$ cat src/rtl/evm_pkg.sv
// Shared types and defaults for the ballot unit front-end.
// Candidate codes match the candidate_name encoding of the evm vote counter.
package evm_pkg;

  typedef enum logic [2:0] {
    ST_OFF,
    ST_IDLE,
    ST_ISSUE,
    ST_ARMED,
    ST_CAST,
    ST_BEEP,
    ST_DONE
  } state_t;

  typedef enum logic [1:0] {
    CAND_NONE = 2'b00,
    CAND1     = 2'b01,
    CAND2     = 2'b10,
    CAND3     = 2'b11
  } cand_t;

  localparam int DEF_DEBOUNCE_CYCLES = 16;
  localparam int DEF_BALLOT_TIMEOUT  = 80;
  localparam int DEF_BEEP_CYCLES     = 8;
  localparam int EVM_VOTE_TIMEOUT    = 100;

  function automatic cand_t cand_from_press(input logic [2:0] press);
    case (press)
      3'b001:  return CAND1;
      3'b010:  return CAND2;
      3'b100:  return CAND3;
      default: return CAND_NONE;
    endcase
  endfunction

  function automatic logic [1:0] press_count(input logic [2:0] press);
    return {1'b0, press[0]} + {1'b0, press[1]} + {1'b0, press[2]};
  endfunction

endpackage

$ cat src/rtl/btn_debounce.sv
// Two-flop synchronizer, stability-counter debouncer and rising-edge press pulse
// for one raw push-button.
module btn_debounce #(
  parameter int DEBOUNCE_CYCLES = 16
) (
  input  logic clk,
  input  logic rst,
  input  logic i_btn,
  output logic o_press
);

  localparam int CW = (DEBOUNCE_CYCLES > 1) ? $clog2(DEBOUNCE_CYCLES) : 1;

  logic          r_sync1;
  logic          r_sync2;
  logic          r_stable;
  logic          r_stable_q;
  logic [CW-1:0] r_cnt;

  always_ff @(posedge clk or negedge rst) begin
    if (!rst) begin
      r_sync1    <= 1'b0;
      r_sync2    <= 1'b0;
      r_stable   <= 1'b0;
      r_stable_q <= 1'b0;
      r_cnt      <= '0;
    end else begin
      r_sync1    <= i_btn;
      r_sync2    <= r_sync1;
      r_stable_q <= r_stable;
      // Any return to the stable level restarts the stability window.
      if (r_sync2 == r_stable) begin
        r_cnt <= '0;
      end else if (r_cnt == CW'(DEBOUNCE_CYCLES - 1)) begin
        r_stable <= r_sync2;
        r_cnt    <= '0;
      end else begin
        r_cnt <= r_cnt + CW'(1);
      end
    end
  end

  assign o_press = r_stable & ~r_stable_q;

endmodule

$ cat src/rtl/ballot_unit_ctrl.sv
// Ballot unit front-end: debounces officer/candidate buttons, enforces one vote
// per issued ballot and produces single-cycle strobes for the evm counter.
module ballot_unit_ctrl
  import evm_pkg::*;
#(
  parameter int DEBOUNCE_CYCLES = DEF_DEBOUNCE_CYCLES,
  parameter int BALLOT_TIMEOUT  = DEF_BALLOT_TIMEOUT,
  parameter int BEEP_CYCLES     = DEF_BEEP_CYCLES
) (
  input  logic       clk,
  input  logic       rst,
  input  logic       switch_on_evm,
  input  logic       btn_ballot,
  input  logic       btn_close,
  input  logic [2:0] btn_cand,
  output logic       candidate_ready,
  output logic       vote_candidate_1,
  output logic       vote_candidate_2,
  output logic       vote_candidate_3,
  output logic       voting_session_done,
  output logic       ballot_led,
  output logic       beep,
  output logic       vote_rejected,
  output logic       ballot_expired
);

  localparam int TW = $clog2(BALLOT_TIMEOUT + 1);
  localparam int BW = $clog2(BEEP_CYCLES + 1);

  if (BALLOT_TIMEOUT < 1 || BALLOT_TIMEOUT >= EVM_VOTE_TIMEOUT) begin : g_bad_timeout
    $error("BALLOT_TIMEOUT must be in 1..EVM_VOTE_TIMEOUT-1");
  end
  if (DEBOUNCE_CYCLES < 2 || BEEP_CYCLES < 1) begin : g_bad_params
    $error("DEBOUNCE_CYCLES must be >= 2 and BEEP_CYCLES >= 1");
  end

  // Button order: 0 = ballot, 1 = close, 2..4 = candidates 1..3.
  logic [4:0] w_raw;
  logic [4:0] w_press;
  assign w_raw = {btn_cand, btn_close, btn_ballot};

  genvar gi;
  for (gi = 0; gi < 5; gi++) begin : g_btn
    btn_debounce #(
      .DEBOUNCE_CYCLES(DEBOUNCE_CYCLES)
    ) u_db (
      .clk    (clk),
      .rst    (rst),
      .i_btn  (w_raw[gi]),
      .o_press(w_press[gi])
    );
  end

  logic       w_press_ballot;
  logic       w_press_close;
  logic [2:0] w_press_cand;
  logic [1:0] w_npress;
  assign w_press_ballot = w_press[0];
  assign w_press_close  = w_press[1];
  assign w_press_cand   = w_press[4:2];
  assign w_npress       = press_count(w_press_cand);

  state_t        r_state,      w_state_next;
  logic [TW-1:0] r_timer,      w_timer_next;
  logic [BW-1:0] r_beep_cnt,   w_beep_next;
  cand_t         r_sel,        w_sel_next;
  logic          r_rejected,   w_rejected_next;
  logic          r_expired,    w_expired_next;
  logic          r_done_first, w_done_first_next;

  always_ff @(posedge clk or negedge rst) begin
    if (!rst) begin
      r_state      <= ST_OFF;
      r_timer      <= '0;
      r_beep_cnt   <= '0;
      r_sel        <= CAND_NONE;
      r_rejected   <= 1'b0;
      r_expired    <= 1'b0;
      r_done_first <= 1'b0;
    end else begin
      r_state      <= w_state_next;
      r_timer      <= w_timer_next;
      r_beep_cnt   <= w_beep_next;
      r_sel        <= w_sel_next;
      r_rejected   <= w_rejected_next;
      r_expired    <= w_expired_next;
      r_done_first <= w_done_first_next;
    end
  end

  always_comb begin
    w_state_next      = r_state;
    w_timer_next      = r_timer;
    w_beep_next       = r_beep_cnt;
    w_sel_next        = r_sel;
    w_rejected_next   = 1'b0;
    w_expired_next    = 1'b0;
    w_done_first_next = 1'b0;
    if (!switch_on_evm) begin
      w_state_next = ST_OFF;
      w_timer_next = '0;
      w_beep_next  = '0;
      w_sel_next   = CAND_NONE;
    end else begin
      case (r_state)
        ST_OFF:  w_state_next = ST_IDLE;
        ST_IDLE: begin
          if (w_press_ballot) begin
            w_state_next = ST_ISSUE;
          end else if (w_press_close) begin
            w_state_next      = ST_DONE;
            w_done_first_next = 1'b1;
          end
        end
        ST_ISSUE: begin
          w_state_next = ST_ARMED;
          w_timer_next = '0;
        end
        ST_ARMED: begin
          // A single valid press beats a timeout landing in the same cycle.
          if (w_npress == 2'd1) begin
            w_sel_next   = cand_from_press(w_press_cand);
            w_state_next = ST_CAST;
          end else begin
            w_rejected_next = (w_npress >= 2'd2);
            if (r_timer == TW'(BALLOT_TIMEOUT - 1)) begin
              w_state_next   = ST_IDLE;
              w_expired_next = 1'b1;
            end else begin
              w_timer_next = r_timer + TW'(1);
            end
          end
        end
        ST_CAST: begin
          w_state_next = ST_BEEP;
          w_beep_next  = '0;
        end
        ST_BEEP: begin
          if (r_beep_cnt == BW'(BEEP_CYCLES - 1)) begin
            w_state_next = ST_IDLE;
            w_beep_next  = '0;
          end else begin
            w_beep_next = r_beep_cnt + BW'(1);
          end
        end
        ST_DONE: w_state_next = ST_DONE;
        default: w_state_next = ST_OFF;
      endcase
    end
  end

  assign candidate_ready     = (r_state == ST_ISSUE);
  assign vote_candidate_1    = (r_state == ST_CAST) && (r_sel == CAND1);
  assign vote_candidate_2    = (r_state == ST_CAST) && (r_sel == CAND2);
  assign vote_candidate_3    = (r_state == ST_CAST) && (r_sel == CAND3);
  assign voting_session_done = (r_state == ST_DONE) && r_done_first;
  assign ballot_led          = (r_state == ST_ARMED);
  assign beep                = (r_state == ST_BEEP);
  assign vote_rejected       = r_rejected;
  assign ballot_expired      = r_expired;

endmodule

$ cat config.mk
export PLATFORM = sky130hd
export DESIGN_NAME = ballot_unit_ctrl
export DESIGN_NICKNAME = d
export VERILOG_FILES = /design/src/rtl/evm_pkg.sv /design/src/rtl/btn_debounce.sv /design/src/rtl/ballot_unit_ctrl.sv
export SDC_FILE = /design/constraint.sdc
export NUM_CORES = 1
export LEC_CHECK = 0
export ABC_CLOCK_PERIOD_IN_PS = 2750
export BUFFER_PORTS_ARGS = -buffer_cell sky130_fd_sc_hd__clkbuf_2
export CAP_MARGIN = 20
export CELL_PAD_IN_SITES_DETAIL_PLACEMENT = 1
export CELL_PAD_IN_SITES_GLOBAL_PLACEMENT = 2
export CORE_MARGIN = 5
export CORE_UTILIZATION = 25
export CTS_BUF_LIST = sky130_fd_sc_hd__clkbuf_8
export CTS_CLUSTER_DIAMETER = 30
export DETAILED_ROUTE_END_ITERATION = 10
export GPL_TIMING_DRIVEN = 0
export PLACE_DENSITY_LB_ADDON = 0.15
export REMOVE_ABC_BUFFERS = 1
export SYNTH_ARGS = -nofsm -noshare
export SYNTH_HDL_FRONTEND = slang
export SYNTH_SLANG_ARGS = --single-unit
$ cat constraint.sdc
create_clock -name clk -period 2.75 [get_ports clk]
set_clock_uncertainty 0.15 [all_clocks]
set_input_delay 0 -clock clk [delete_from_list [all_inputs] [get_ports clk]]
set_output_delay 0 -clock clk [all_outputs]
set_load 0.03 [all_outputs]
* Word level (Yosys, flattened, before mapping)
Index checks and enable logic that the tools add are counted.
Widths: inputs -> output; s select.
** Word-level totals
- Flip-flop bits (word level) :: 59
- Input bits :: 8
- Output and inout port bits :: 9
- Word-level logic and storage cells :: 143
** Operators by class
- $add $sub $neg :: 9
- Magnitude comparators :: 1
- Eq/ne operators :: 34
- Multiplexer cells :: 39
- Bitwise gates (word level) :: 15
- Reduce and logical (&&, ||, !) cells :: 13
** Operators by type and width (number)
- $mux 4 :: 12
- $add 4x1->4 const B :: 6
- $mux 7 :: 3
- $pmux 3 s7 :: 1
- $eq 4x4->1 const B :: 5
- $mux 3 :: 6
- $pmux 7 s2 :: 1
- $eq 3x3->1 const B :: 4
- $reduce_and 2->1 :: 6
- $mux 1 :: 11
- $not 1->1 :: 10
- $eq 3x2->1 const B :: 3
- $ne 4x2->1 const B :: 2
- $pmux 4 s2 :: 1
- $add 7x1->7 const B :: 1
- $eq 7x7->1 const B :: 1
- $eq 3x1->1 const B :: 2
- $mux 2 :: 3
- $ne 3x1->1 const B :: 2
- $ne 3x3->1 const B :: 2
- $pmux 2 s3 :: 1
- $reduce_and 3->1 :: 2
- $and 1x1->1 :: 5
- $eq 1x1->1 :: 5
- other kinds (10) :: 16

* Longest topological paths before layout
- Depth after elaboration :: 8
- Gate-level depth with buffers :: 6
- Mapped depth without buffers :: 6

* Modules after synthesis
Synthesis repeated with hierarchy kept, for this count alone.
** Unflattened totals
- Cell total of the unflattened synthesis :: 231
- Area, all modules :: 2715.1 µm²
** Modules (own cells, without submodules)
- btn_debounce :: instances 5, cells an instance 22, area each 311.5 µm², seq. area each 200.2 µm²
- ballot_unit_ctrl :: instances 1, cells an instance 121, area each 1157.4 µm², seq. area each 475.5 µm²

* Worst setup path after synthesis
No wires, ideal clock.
- Path kind :: flip-flop to flip-flop
- Start point :: register g_btn[2].u_db.r_stable_q
- End point :: register r_state[2]
- Setup time :: 0.110 ns
- Arrival time :: 1.784 ns
- Data required time :: 2.490 ns
- Setup slack :: 0.706 ns
- Stages on the path, launching flop included :: 6
- Buffers on the path :: 0
- Period minus slack after synthesis :: 2.044 ns
- Cells stage by stage :: dfrtp_1 -> nand2b_1 -> fa_1 -> nor2b_1 -> a311oi_2 -> o41ai_1
** Between the ends
- Longest elaborated chain between the ends :: 8
- Elaborated cells between the ends (all ways) :: 10
- Classes of those cells :: add/sub: 2; eq/ne: 2; mux: 3; bitwise: 2; reduce/logical: 1
** Ends and longest elaborated chain
- start: declaration :: RTL line btn_debounce.sv:17 : logic r_stable_q;
- start signal: assignment :: RTL line btn_debounce.sv:30 : r_stable_q <= r_stable;
- $not 1->1 * :: RTL line btn_debounce.sv:43 : assign o_press = r_stable & ~r_stable_q;
- $and 1x1->1 * :: RTL line btn_debounce.sv:43
- $add 1x1->2 * :: RTL line evm_pkg.sv:37 : return {1'b0, press[0]} + {1'b0, press[1]} + {1'b0, press[2]};
- $add 2x1->2 * :: RTL line evm_pkg.sv:37
- $eq 2x1->1 * :: RTL line ballot_unit_ctrl.sv:121 : if (w_npress == 2'd1) begin
- $mux 3 :: RTL line ballot_unit_ctrl.sv:121
- $pmux 3 s7 :: RTL line ballot_unit_ctrl.sv:105 : case (r_state)
- $mux 3 :: RTL line ballot_unit_ctrl.sv:99 : if (!switch_on_evm) begin
- end signal: assignment :: RTL line ballot_unit_ctrl.sv:81 : r_state <= w_state_next;
- end: declaration :: RTL line ballot_unit_ctrl.sv:63 : state_t r_state, w_state_next;
Every way passes the cells marked *; elsewhere a longest branch is shown, timed or not.
A chain may end at the register's enable or synchronous reset.

* Worst setup path in the final report
- Start point :: register g_btn[3].u_db.r_stable_q
- End point :: register r_state[2]
** Between the ends
- Longest elaborated chain between the ends :: 8
- Elaborated cells between the ends (all ways) :: 10
- Classes of those cells :: add/sub: 2; eq/ne: 2; mux: 3; bitwise: 2; reduce/logical: 1
** Ends and longest elaborated chain (RTL line)
- start: declaration :: btn_debounce.sv:17
- start signal: assignment :: btn_debounce.sv:30
- $not 1->1 * :: btn_debounce.sv:43
- $and 1x1->1 * :: btn_debounce.sv:43
- $add 1x1->2 * :: evm_pkg.sv:37
- $add 2x1->2 * :: evm_pkg.sv:37
- $eq 2x1->1 * :: ballot_unit_ctrl.sv:121
- $mux 3 :: ballot_unit_ctrl.sv:121
- $pmux 3 s7 :: ballot_unit_ctrl.sv:105
- $mux 3 :: ballot_unit_ctrl.sv:99
Marks and branches as above.

==> impl_metrics.ini <==
[status]
status = completed

[setup_path]
crit_required_ns = 2.83
worstSetupEndpointType = register
cp-start-kind = register
crit_path_max_fanout = 7
cp.arrival_ns = 2.48
path_class = register to register

[detailed_routing]
via_per_inst = 4.60
drc_errors = 0
antenna_left = 0
firstDrtPassIters = 3
totalWireLength_mm = 5.39
dr_total_vias = 1803
routedWlPerCell_um = 13.7
drt-initial-drc-count = 82

[yosys]
avgSynthCellArea_um2 = 11.8
synth_edf_count = 0
syn_area_um2 = 2590
synthArstFlopShare = 1.00
synthesis.yosys.warnings = 0
syn_inst = 220
synth-seq-area-share = 0.569
synth_cell_types = 45
ys_ff_latch = 59
synthFlopType = dfrtp_1

[final_layout]
final_cell_mix = dfrtp_1, nand3_1, clkbuf_2
num_antenna_cells = 0
drive_above_1_share = 0.180
final_util = 0.307
fill_cells = 1133
mostFrequentLayoutCell = dfrtp_1
layout.cells.non_filler = 392
syn_to_final_growth_pct = 21.2
final_nets = 267

[timing]
fin_setup_tns_ns = 0
setup_viol = 0
slew-limit-headroom = 0.442
hold_viol_final = 0
slew_viol_final = 0
finalCriticalPeriod_ns = 2.41
rsz0062_at_grt = false
worstMarginPinSlew_ns = 0.837
max_freq_mhz = 415
setup_ws_ns = 0.342
finalCritPeriodShare = 0.876

[clock_network]
insertion_delay_ns = 0.33
clockRootBuffer = clkbuf_8
clock_sinks = 59
clockBufferDepth = 2
cts.reportedPaths.clkPinSlew_ns = 0.08
h-tree-depth = 3
cts_tree = built
numCtsBuffers = 9
cts_setup_buffers = 0

[place]
detailed_place_hpwl_mm = 3.58
dpl.cell_count = 369
place.gp.congestion = 0.684
preCtsSetupSlack_ns = 0.338
port_buffers = 16

[floorplan]
ioPinCount = 17
die_width_um = 112
die_area_um2 = 12500
initial_core_util = 0.254
die_y_um = 112
rows = 37
core_area_um2 = 10200

[worst_hold_path]
hp-class = primary input to register

[global_route]
grt_pass1_wl_mm = 9.60
grt_pass1_vias = 1939
antenna_found_initial = 0
overflow = 0
grt_start_max_net_pins = 60
grt.total_usage = 0.0950

[power_and_ir_drop]
power_density_nw_per_um2 = 688
power_leakage_nw = 1.40
peakVddDrop_v = 0.000201
p_total_mw = 2.16

[flow_run]
cap_violations = 0
==> Yosys cell counts, drive strengths merged (2+ instances only) <==
master / n / area [µm²]
dfrtp: 59 / 1480
nand3: 16 / 80.1
nor2: 14 / 52.6
nor2b: 11 / 68.8
o21ai: 11 / 55.1
xnor2: 11 / 96.3
nand2: 10 / 40.0
a21oi: 9 / 45.0
ha: 7 / 87.6
nor3b: 7 / 52.6
mux2: 6 / 67.6
nand2b: 6 / 37.5
and3: 5 / 32.5
inv: 5 / 18.8
a311oi: 4 / 47.6
nand4b: 4 / 41.3
a22o: 3 / 26.3
a31oi: 3 / 18.8
nor3: 3 / 20.0
a211o: 2 / 17.5
a21o: 2 / 15.0
and2: 2 / 12.5
buf: 2 / 18.8
nor4b: 2 / 17.5
xor2: 2 / 17.5
==> state kept, by name, summed over array words and instances (netlist names), 2 cells and up <==
signal	flops
g_btn.u_db.r_stable_q	5
g_btn.u_db.r_stable	5
r_timer	7
g_btn.u_db.r_cnt	20
r_beep_cnt	4
r_state	3
g_btn.u_db.r_sync1	5
g_btn.u_db.r_sync2	5
r_sel	2
==> cell families (layout without fill, tap and decap cells) <==
logic type / Yosys count / in the layout / share of synthesized area
and+or+nand+nor: 86 / 86 / 0.197
DFF: 59 / 59 / 0.569
AOI/OAI and AO/OA: 39 / 39 / 0.103
xor gates and xnor gates: 13 / 13 / 0.0439
adders and majority gates: 8 / 8 / 0.0415
buffers and inverters: 8 / 44 / 0.0159
muxes: 7 / 7 / 0.0299
==> area by class of cell <==
class / instances / area, µm² / area share
multi-input combinational: 153 / 1080 / 0.342
inverter: 5 / 18.8 / 0.00597
clock buffer: 10 / 138 / 0.0438
sequential: 59 / 1480 / 0.469
clock inverter: 6 / 113 / 0.0358
timing repair buffer: 23 / 153 / 0.0485
tap: 136 / 170 / 0.0541
==> per-layer routing <==
| layer | up-vias | GRT usage | wire length (µm) |
|---|---|---|---|
| met3 | 9 | 0.0293 | 159 |
| met1 | 919 | 0.124 | 2730 |
| met4 | 0 | 0.0414 | 96 |
| met5 | - | 0 | 0 |
| met2 | 19 | 0.145 | 2400 |
| li1 | 856 | - | - |
==> where the power goes <==
part / internal, mW / switching, mW
Clock: 0.628 / 0.373
Sequential: 0.910 / 0.0733
Combinational: 0.0837 / 0.0952
Total: 1.62 / 0.542
==> final timing paths <==
| check | startpoint | to | slack [ns] | depth (start not counted) |
|---|---|---|---|---|
| max | g_btn[3].u_db.r_stable_q | r_state[2] | 0.34 | 5 |
| min | btn_ballot | g_btn[0].u_db.r_sync1 | 0.16 | 2 |
| max reg2reg | g_btn[3].u_db.r_stable_q | r_state[2] | 0.34 | 5 |
| min reg2reg | g_btn[4].u_db.r_sync1 | g_btn[4].u_db.r_sync2 | 0.20 | 0 |
| max in group asynchronous | rst | g_btn[0].u_db.r_stable_q | 1.71 | 2 |
| min in group asynchronous | rst | r_timer[3] | 0.18 | 2 |
==> critical path: stages, from the launching register on <==
cell and delay (ns):
dfrtp_1 0.37, nand2b_1 0.22, fa_1 0.50, nor2b_1 0.49, a311oi_2 0.20, o41ai_1 0.38
==> timing repair <==
item	in CTS	in global routing
resized for setup	0	0
hold endpoints to repair	68	0
hold buffers	7	0
==> through the flow <==
step,hold WS [ns],cell area (µm²)
6_report,0.158,3150
5_1_grt,0.150,3150
4_1_cts,0.129,3150
3_5_place_dp,-0.0395,2830
3_3_place_gp,-0.0422,2820
2_1_floorplan,-0.446,2570
No activity file was read; power rests on OpenSTA's default activity.
